--- src/rtl/hard_mem_1rw_arbiter.sv ---
// Two-client round-robin arbiter and clear sequencer for a 1RW byte-masked SRAM.
// Read data returns one cycle after grant and is held per client until yumi.
module hard_mem_1rw_arbiter #(
  parameter int ELS            = 512,
  parameter int WIDTH          = 64,
  parameter int ADDR_W         = $clog2(ELS),
  parameter int MASK_W         = WIDTH / 8,
  parameter int CLEAR_ON_RESET = 1
) (
  input  logic                clk_i,
  input  logic                reset_i,
  input  logic [1:0]          v_i,
  input  logic [1:0]          w_i,
  input  logic [2*ADDR_W-1:0] addr_i,
  input  logic [2*WIDTH-1:0]  data_i,
  input  logic [2*MASK_W-1:0] mask_i,
  output logic [1:0]          ready_o,
  output logic [2*WIDTH-1:0]  data_o,
  output logic [1:0]          v_o,
  input  logic [1:0]          yumi_i,
  output logic                init_done_o,
  output logic                mem_v_o,
  output logic                mem_w_o,
  output logic [ADDR_W-1:0]   mem_addr_o,
  output logic [WIDTH-1:0]    mem_data_o,
  output logic [MASK_W-1:0]   mem_mask_o,
  input  logic [WIDTH-1:0]    mem_data_i
);

  typedef enum logic [1:0] {
    RST_WAIT,
    INIT,
    RUN
  } state_e;

  state_e             state_q;
  logic [ADDR_W-1:0]  clr_cnt_q;
  logic               last_q, last_d;
  logic [1:0]         infl_q, infl_d;
  logic [1:0]         v_q, v_d;
  logic [2*WIDTH-1:0] data_q, data_d;

  logic       run;
  logic [1:0] elig;
  logic       gnt_v;
  logic       gnt_idx;

  assign run         = (state_q == RUN);
  assign init_done_o = run;
  assign v_o         = v_q;
  assign data_o      = data_q;

  // A read may only issue when its response slot is free or being freed now.
  always_comb begin
    for (int p = 0; p < 2; p++) begin
      elig[p] = run & v_i[p]
              & (w_i[p] | (~infl_q[p] & (~v_q[p] | yumi_i[p])));
    end
    gnt_v   = |elig;
    gnt_idx = (elig == 2'b11) ? ~last_q : elig[1];
    ready_o = 2'b00;
    if (gnt_v) begin
      ready_o = gnt_idx ? 2'b10 : 2'b01;
    end
  end

  always_comb begin
    mem_v_o    = 1'b0;
    mem_w_o    = 1'b0;
    mem_addr_o = '0;
    mem_data_o = '0;
    mem_mask_o = '0;
    if (state_q == INIT) begin
      mem_v_o    = 1'b1;
      mem_w_o    = 1'b1;
      mem_addr_o = clr_cnt_q;
      mem_mask_o = '1;
    end else if (gnt_v) begin
      mem_v_o    = 1'b1;
      mem_w_o    = w_i[gnt_idx];
      mem_addr_o = gnt_idx ? addr_i[2*ADDR_W-1:ADDR_W] : addr_i[ADDR_W-1:0];
      mem_data_o = gnt_idx ? data_i[2*WIDTH-1:WIDTH] : data_i[WIDTH-1:0];
      mem_mask_o = gnt_idx ? mask_i[2*MASK_W-1:MASK_W] : mask_i[MASK_W-1:0];
    end
  end

  always_comb begin
    last_d = gnt_v ? gnt_idx : last_q;
    infl_d = ready_o & ~w_i;
    v_d    = v_q;
    data_d = data_q;
    for (int p = 0; p < 2; p++) begin
      if (infl_q[p]) begin
        v_d[p]                   = 1'b1;
        data_d[p*WIDTH +: WIDTH] = mem_data_i;
      end else if (yumi_i[p]) begin
        v_d[p] = 1'b0;
      end
    end
  end

  always_ff @(posedge clk_i or posedge reset_i) begin
    if (reset_i) begin
      state_q   <= RST_WAIT;
      clr_cnt_q <= '0;
    end else begin
      unique case (state_q)
        RST_WAIT: begin
          clr_cnt_q <= '0;
          state_q   <= (CLEAR_ON_RESET != 0) ? INIT : RUN;
        end
        INIT: begin
          clr_cnt_q <= clr_cnt_q + ADDR_W'(1);
          if (clr_cnt_q == ADDR_W'(ELS - 1)) begin
            state_q <= RUN;
          end
        end
        RUN:     state_q <= RUN;
        default: state_q <= RST_WAIT;
      endcase
    end
  end

  always_ff @(posedge clk_i or posedge reset_i) begin
    if (reset_i) begin
      last_q <= 1'b1;
      infl_q <= 2'b00;
      v_q    <= 2'b00;
      data_q <= '0;
    end else begin
      last_q <= last_d;
      infl_q <= infl_d;
      v_q    <= v_d;
      data_q <= data_d;
    end
  end

endmodule

--- config.mk ---
export PLATFORM = sky130hd
export DESIGN_NAME = hard_mem_1rw_arbiter
export DESIGN_NICKNAME = d
export VERILOG_FILES = /design/src/rtl/hard_mem_1rw_arbiter.sv
export SDC_FILE = /design/constraint.sdc
export NUM_CORES = 1
export LEC_CHECK = 0
export CAP_MARGIN = 15
export CORE_AREA = 2 2 177 179
export DETAILED_ROUTE_END_ITERATION = 8
export DIE_AREA = 0 0 179 181
export HOLD_SLACK_MARGIN = 0.03
export SLEW_MARGIN = 10
export SYNTH_ARGS = -nofsm -noshare
export SYNTH_HDL_FRONTEND = slang
export SYNTH_SLANG_ARGS = --single-unit
--- constraint.sdc ---
create_clock -name clk_i -period 5.22 [get_ports clk_i]
set_input_delay 1.566 -clock clk_i [delete_from_list [all_inputs] [get_ports clk_i]]
set_output_delay 1.566 -clock clk_i [all_outputs]
set_load 0.005 [all_outputs]
* Yosys cells after proc, flatten, opt, wreduce, memory -nomap -nowiden
Cells that the tools add are included.
** Word-level totals
- Input bits :: 234
- Output and inout bits :: 216
- Register bits :: 144
- Word-level logic and storage cells :: 62
** Operators by class
- Order comparisons :: 1
- Equal/unequal tests :: 5
- $add $sub $neg :: 1
- Reduce and logical (&&, ||, !) cells :: 5
- Bitwise gates (word level) :: 17
- Multiplexer cells :: 25
** Operators with widths (count)
- 64-bit two-way mux :: 3
- 9-bit two-way mux :: 3
- 8-bit two-way mux :: 3
- 9-bit one-hot mux with 2 select lines :: 1
- 1-bit two-way mux :: 11
- 9-bit by 1-bit adder with 9-bit output (second input constant) :: 1
- 9-bit equality test (second input constant) :: 1
- 1-bit AND :: 6
- 2-bit two-way mux :: 3
- 2-bit one-hot mux with 3 select lines :: 1
- 2-bit nonzero test :: 3
- 1-bit NOT :: 5
- 2-bit equality test (second input constant) :: 2
- 1-bit bitwise OR :: 4
- 2-bit AND :: 1
- 2-bit by 1-bit equality test with 1-bit output (second input constant) :: 1
- 2-bit zero test :: 1
- 1-bit by 2-bit < comparator with 1-bit output (second input constant) :: 1
- 2-bit by 1-bit inequality test with 1-bit output (second input constant) :: 1
- 2-bit NOT :: 1
- 2-bit OR reduction :: 1

* Longest topological paths before layout
- Depth in word-level cells :: 11
- Mapped depth :: 9
- Gate-level depth less buffers :: 7

* Worst setup path before layout
No wires, ideal clock.
- Path type :: input to output
- Start :: input port v_i[0]
- End :: output port mem_mask_o[0]
- Path buffers :: 2
- Required time :: 3654 ps
- Arrival :: 2835 ps
- Stages :: 6
- Slack :: 819 ps
- Cell sequence :: nand2_1 -> or4_1 -> buf_2 -> and2_4 -> buf_6 -> a221o_1
** On the way
- Word-level cells in the longest chain between the ends :: 7
- Elaborated cells on any way between the ends :: 8
** RTL lines
- start, declared :: line 12 : input logic [1:0] v_i,
- 1-bit AND * :: line 56 : elig[p] = run & v_i[p]
- 1-bit AND * :: line 57 : & (w_i[p] | (~infl_q[p] & (~v_q[p] | yumi_i[p])));
- 2-bit equality test :: line 60 : gnt_idx = (elig == 2'b11) ? ~last_q : elig[1];
- 1-bit two-way mux :: line 60
- 8-bit two-way mux :: line 83 : mem_mask_o = gnt_idx ? mask_i[2*MASK_W-1:MASK_W] : mask_i[MASK_W-1:0];
- 8-bit two-way mux * :: line 78 : end else if (gnt_v) begin
- 8-bit two-way mux * :: line 73 : if (state_q == INIT) begin
- end, declared :: line 26 : output logic [MASK_W-1:0] mem_mask_o,
Mark *: on every way between the ends. The rest lies on a longest branch, timed or not.

* Worst setup path in the final report
- Start :: input port yumi_i[0]
- End :: output port mem_mask_o[3]
** On the way
- Word-level cells in the longest chain between the ends :: 9
- Elaborated cells on any way between the ends :: 10
** RTL lines
- start, declared :: line 20 : input logic [1:0] yumi_i,
- 1-bit bitwise OR * :: line 57
- 1-bit AND * :: line 57
- 1-bit bitwise OR * :: line 57
- 1-bit AND * :: line 57
- 2-bit equality test :: line 60
- 1-bit two-way mux :: line 60
- 8-bit two-way mux :: line 83
- 8-bit two-way mux * :: line 78
- 8-bit two-way mux * :: line 73
Marks and branches as above.

==> summary.txt <==
Timing
  – Fmax: roughly 190 MHz
  – Final hold vios: 0
  – RSZ-0062 raised after global routing: true
  – Slew Viols, Final: 0
  – Relative slew slack: 35.8%
  – Clk_skew: approximately 0.010 ns
  – Worst-Margin Slew: ~0.96 ns
  – Final setup fails: 11
  – Fin crit share: 102%
  – Final Critical Period: around 5.3 ns
  – Final worst slack: -0.0962 ns

Routing
  – WL per Instance: 20.7 um
  – WL final: 31200 um
  – Residual DRC count: 0
  – Via count: slightly above 7000
  – Starting DRT DRC Count: 250
  – DRT Pass-1 Iters: 4
  – Vias per cell: around 4.7
  – Final ANT Viol Nets: 0

Synth
  – Post-synth EDFFs: 0
  – Yosys reg bits: 144
  – Area leader, netlist: dfrtp_1
  – Synthesis Warnings: 0
  – Seq/Total Area, Yosys: around half
  – Avg Cell Area, Syn: between 10 and 15 um2
  – Share of the synthesized area in the top cell type: 51.3%
  – Synth Flop Type: dfrtp_1
  – Synth cell types: 39
  – Cells after Synth: about 640
  – Syn nets: between 800 and 900
  – Mapped cell area: 6980 um2
  – Synth async-reset ratio: 100%
  – Synth top area cells: dfrtp_1 51%, mux2_2 21%, nand3_1 10%

Floorplanning
  – DIE HEIGHT: ~180 um
  – Core Area: just over 30000 um2
  – Die width: ~180 um
  – Initial core utilization: 23.0%
  – Core Rows: between 60 and 70
  – IO Count: 450
  – Die area: 32400 um2

Clocking
  – CTS Hold Buffers Added: 0
  – Clock Path Buffers: 2
  – Root Driver: clkbuf_16
  – Cts bufs inserted: 17
  – Clk sinks: between 100 and 150
  – CTS tree: yes
  – Worst-Skew Late Latency: roughly 0.41 ns
  – H-tree depth: 4
  – Clk slew on worst S/H paths: approximately 0.060 ns

Job
  – MaxCap Viol Count: 0

Cells and area
  – Layout fillers: about 3000
  – Util after Layout: roughly 42%
  – Commonest non-fill, non-tap cells in the layout: 375 x clkdlybuf4s50_1, 141 x dfrtp_1, 140 x nand3_1
  – Area growth syn-to-layout: 83.6%
  – Antenna diode count: 0
  – Nets: roughly 1300
  – Commonest non-fill, non-tap cell in the layout: clkdlybuf4s50_1
  – Layout cells sized above 1: a little over a quarter
  – Layout Cells excl Fill: between 1500 and 2000

GRT
  – Gr usage total: a little under a fifth
  – First-pass GRT wire length: 45700 um
  – Pin count of the biggest net entering global routing: 66
  – Overflow left after global routing: 0
  – Vias in the first global route: between 7000 and 8000
  – Antenna violations before repair: 1

Critical path
  – Worst R2R Setup Slack: roughly 2.8 ns
  – Startpoint Class: primary input
  – Setup crit end kind: output pin
  – Critical path type: in -> out
  – Worst Path Max Fanout: 14
  – Req. time, crit path: between 3 and 4 ns
  – Arrival @ worst endpoint: ~3.8 ns

Placement
  – PortBufs: between 400 and 500
  – HPWL after DPL: 23700 um
  – Routability Congestion: a little under 0.9
  – Post-Place Cells: between 1000 and 1500

Power and ir drop
  – VDD IR max: ~0.20 mV
  – PwrDens: 202 nW/um2
  – Leakage: 5.50 nW

Hold path
  – Worst hold path class: reg -> reg

Run status
  – Outcome: complete, but fails checks
  – Failing checks: setup timing
## power by group
group | total [mW] | internal [mW] | switching, mW
Sequential | 1.12 | 1.12 | 0
Combinational | 0.221 | 0.158 | 0.0632
Clock | 1.25 | 0.724 | 0.527
Total | 2.59 | 2.00 | 0.591
## final timing paths
| path | cells after the start | from | end |
|---|---|---|---|
| max in group asynchronous | 3 | reset_i | data_o[53] |
| hold reg to reg | 1 | data_o[110] | data_o[110] |
| hold / removal | 1 | data_o[110] | data_o[110] |
| setup reg to reg | 6 | state_q[1] | clr_cnt_q[5] |
| setup / recovery | 9 | yumi_i[0] | mem_mask_o[3] |
| min in group asynchronous | 2 | reset_i | data_o[100] |
## registers in the layout (all words and copies together) (netlist names)
name       flops
infl_q         2
data_o       128
last_q         1
state_q        2
v_o            2
clr_cnt_q      9
## Yosys cell counts (3+ instances only)
library cell,instances
a21oi_1,63
a221o_1,7
a2bb2oi_1,8
a31oi_1,8
buf_1,10
buf_2,8
clkbuf_1,43
dfrtp_1,143
ha_1,5
inv_1,9
mux2_2,128
nand2_1,15
nand3_1,142
nor2_1,3
o211ai_1,3
o21ai_0,7
o22ai_1,3
## cell type report
type                       instances  area [um2]  share of cell area [%]
timing repair buffer             508        4860                    37.9
sequential                       144        3610                    28.2
multi-input combinational        420        3200                    25.0
tap                              396         495                    3.87
clock buffer                      18         429                    3.35
clock inverter                    14         178                    1.39
inverter                           9        37.5                   0.293
## logic make-up (layout without fill, tap and decap cells)
kind of cell / after synthesis / in the layout / share of synthesized area [%]
DFF: 144 / 144 / 51.7
buffers and inverters: 72 / 549 / 4.23
adders and majority gates: 5 / 5 / 0.897
AOI/OAI and AO/OA: 108 / 108 / 9.40
and+or+nand+nor: 176 / 176 / 12.8
muxes: 128 / 128 / 20.7
xor gates and xnor gates: 3 / 3 / 0.377
## per-stage QoR
step	setup WS, ns	hold WS, ns	power [mW]	setup TNS (ns)	area [um2]
3_5_place_dp	-0.486	0.494	1.36	-24.93	12300
3_3_place_gp	-0.511	0.484	1.36	-26.85	12300
6_report	-0.0962	0.507	2.59	-0.810	12800
2_1_floorplan	0.819	0.471	1.16	0	6980
4_1_cts	-0.134	0.509	2.63	-1.00	12900
5_1_grt	-0.188	0.520	2.69	-1.91	12800
## per-layer routing
| layer | GRT usage (%) | up-vias | part of all wire [%] |
|---|---|---|---|
| met5 | 0 | - | 0.048 |
| met1 | 21.8 | 3429 | 39 |
| li1 | - | 3242 | - |
| met2 | 31.0 | 348 | 47 |
| met3 | 6.94 | 43 | 10 |
| met4 | 7.19 | 2 | 3.3 |
## critical path, cell delays in order
cell,delay (ns)
clkdlybuf4s50_1,0.41
buf_6,0.14
nor3b_2,0.23
nor3_2,0.10
buf_12,0.16
and2_1,0.15
buf_4,0.15
a221o_1,0.34
clkdlybuf4s50_1,0.48
## what timing repair did
action                                  in CTS  in global routing
resized for setup                           96                100
endpoints found under the setup margin      84                 33
hold endpoints to repair                     0                  0
gates cloned                                 1                  0
pin swaps                                    6                  3
buffers inserted                             4                  1
(Power assumes the default switching activity.)
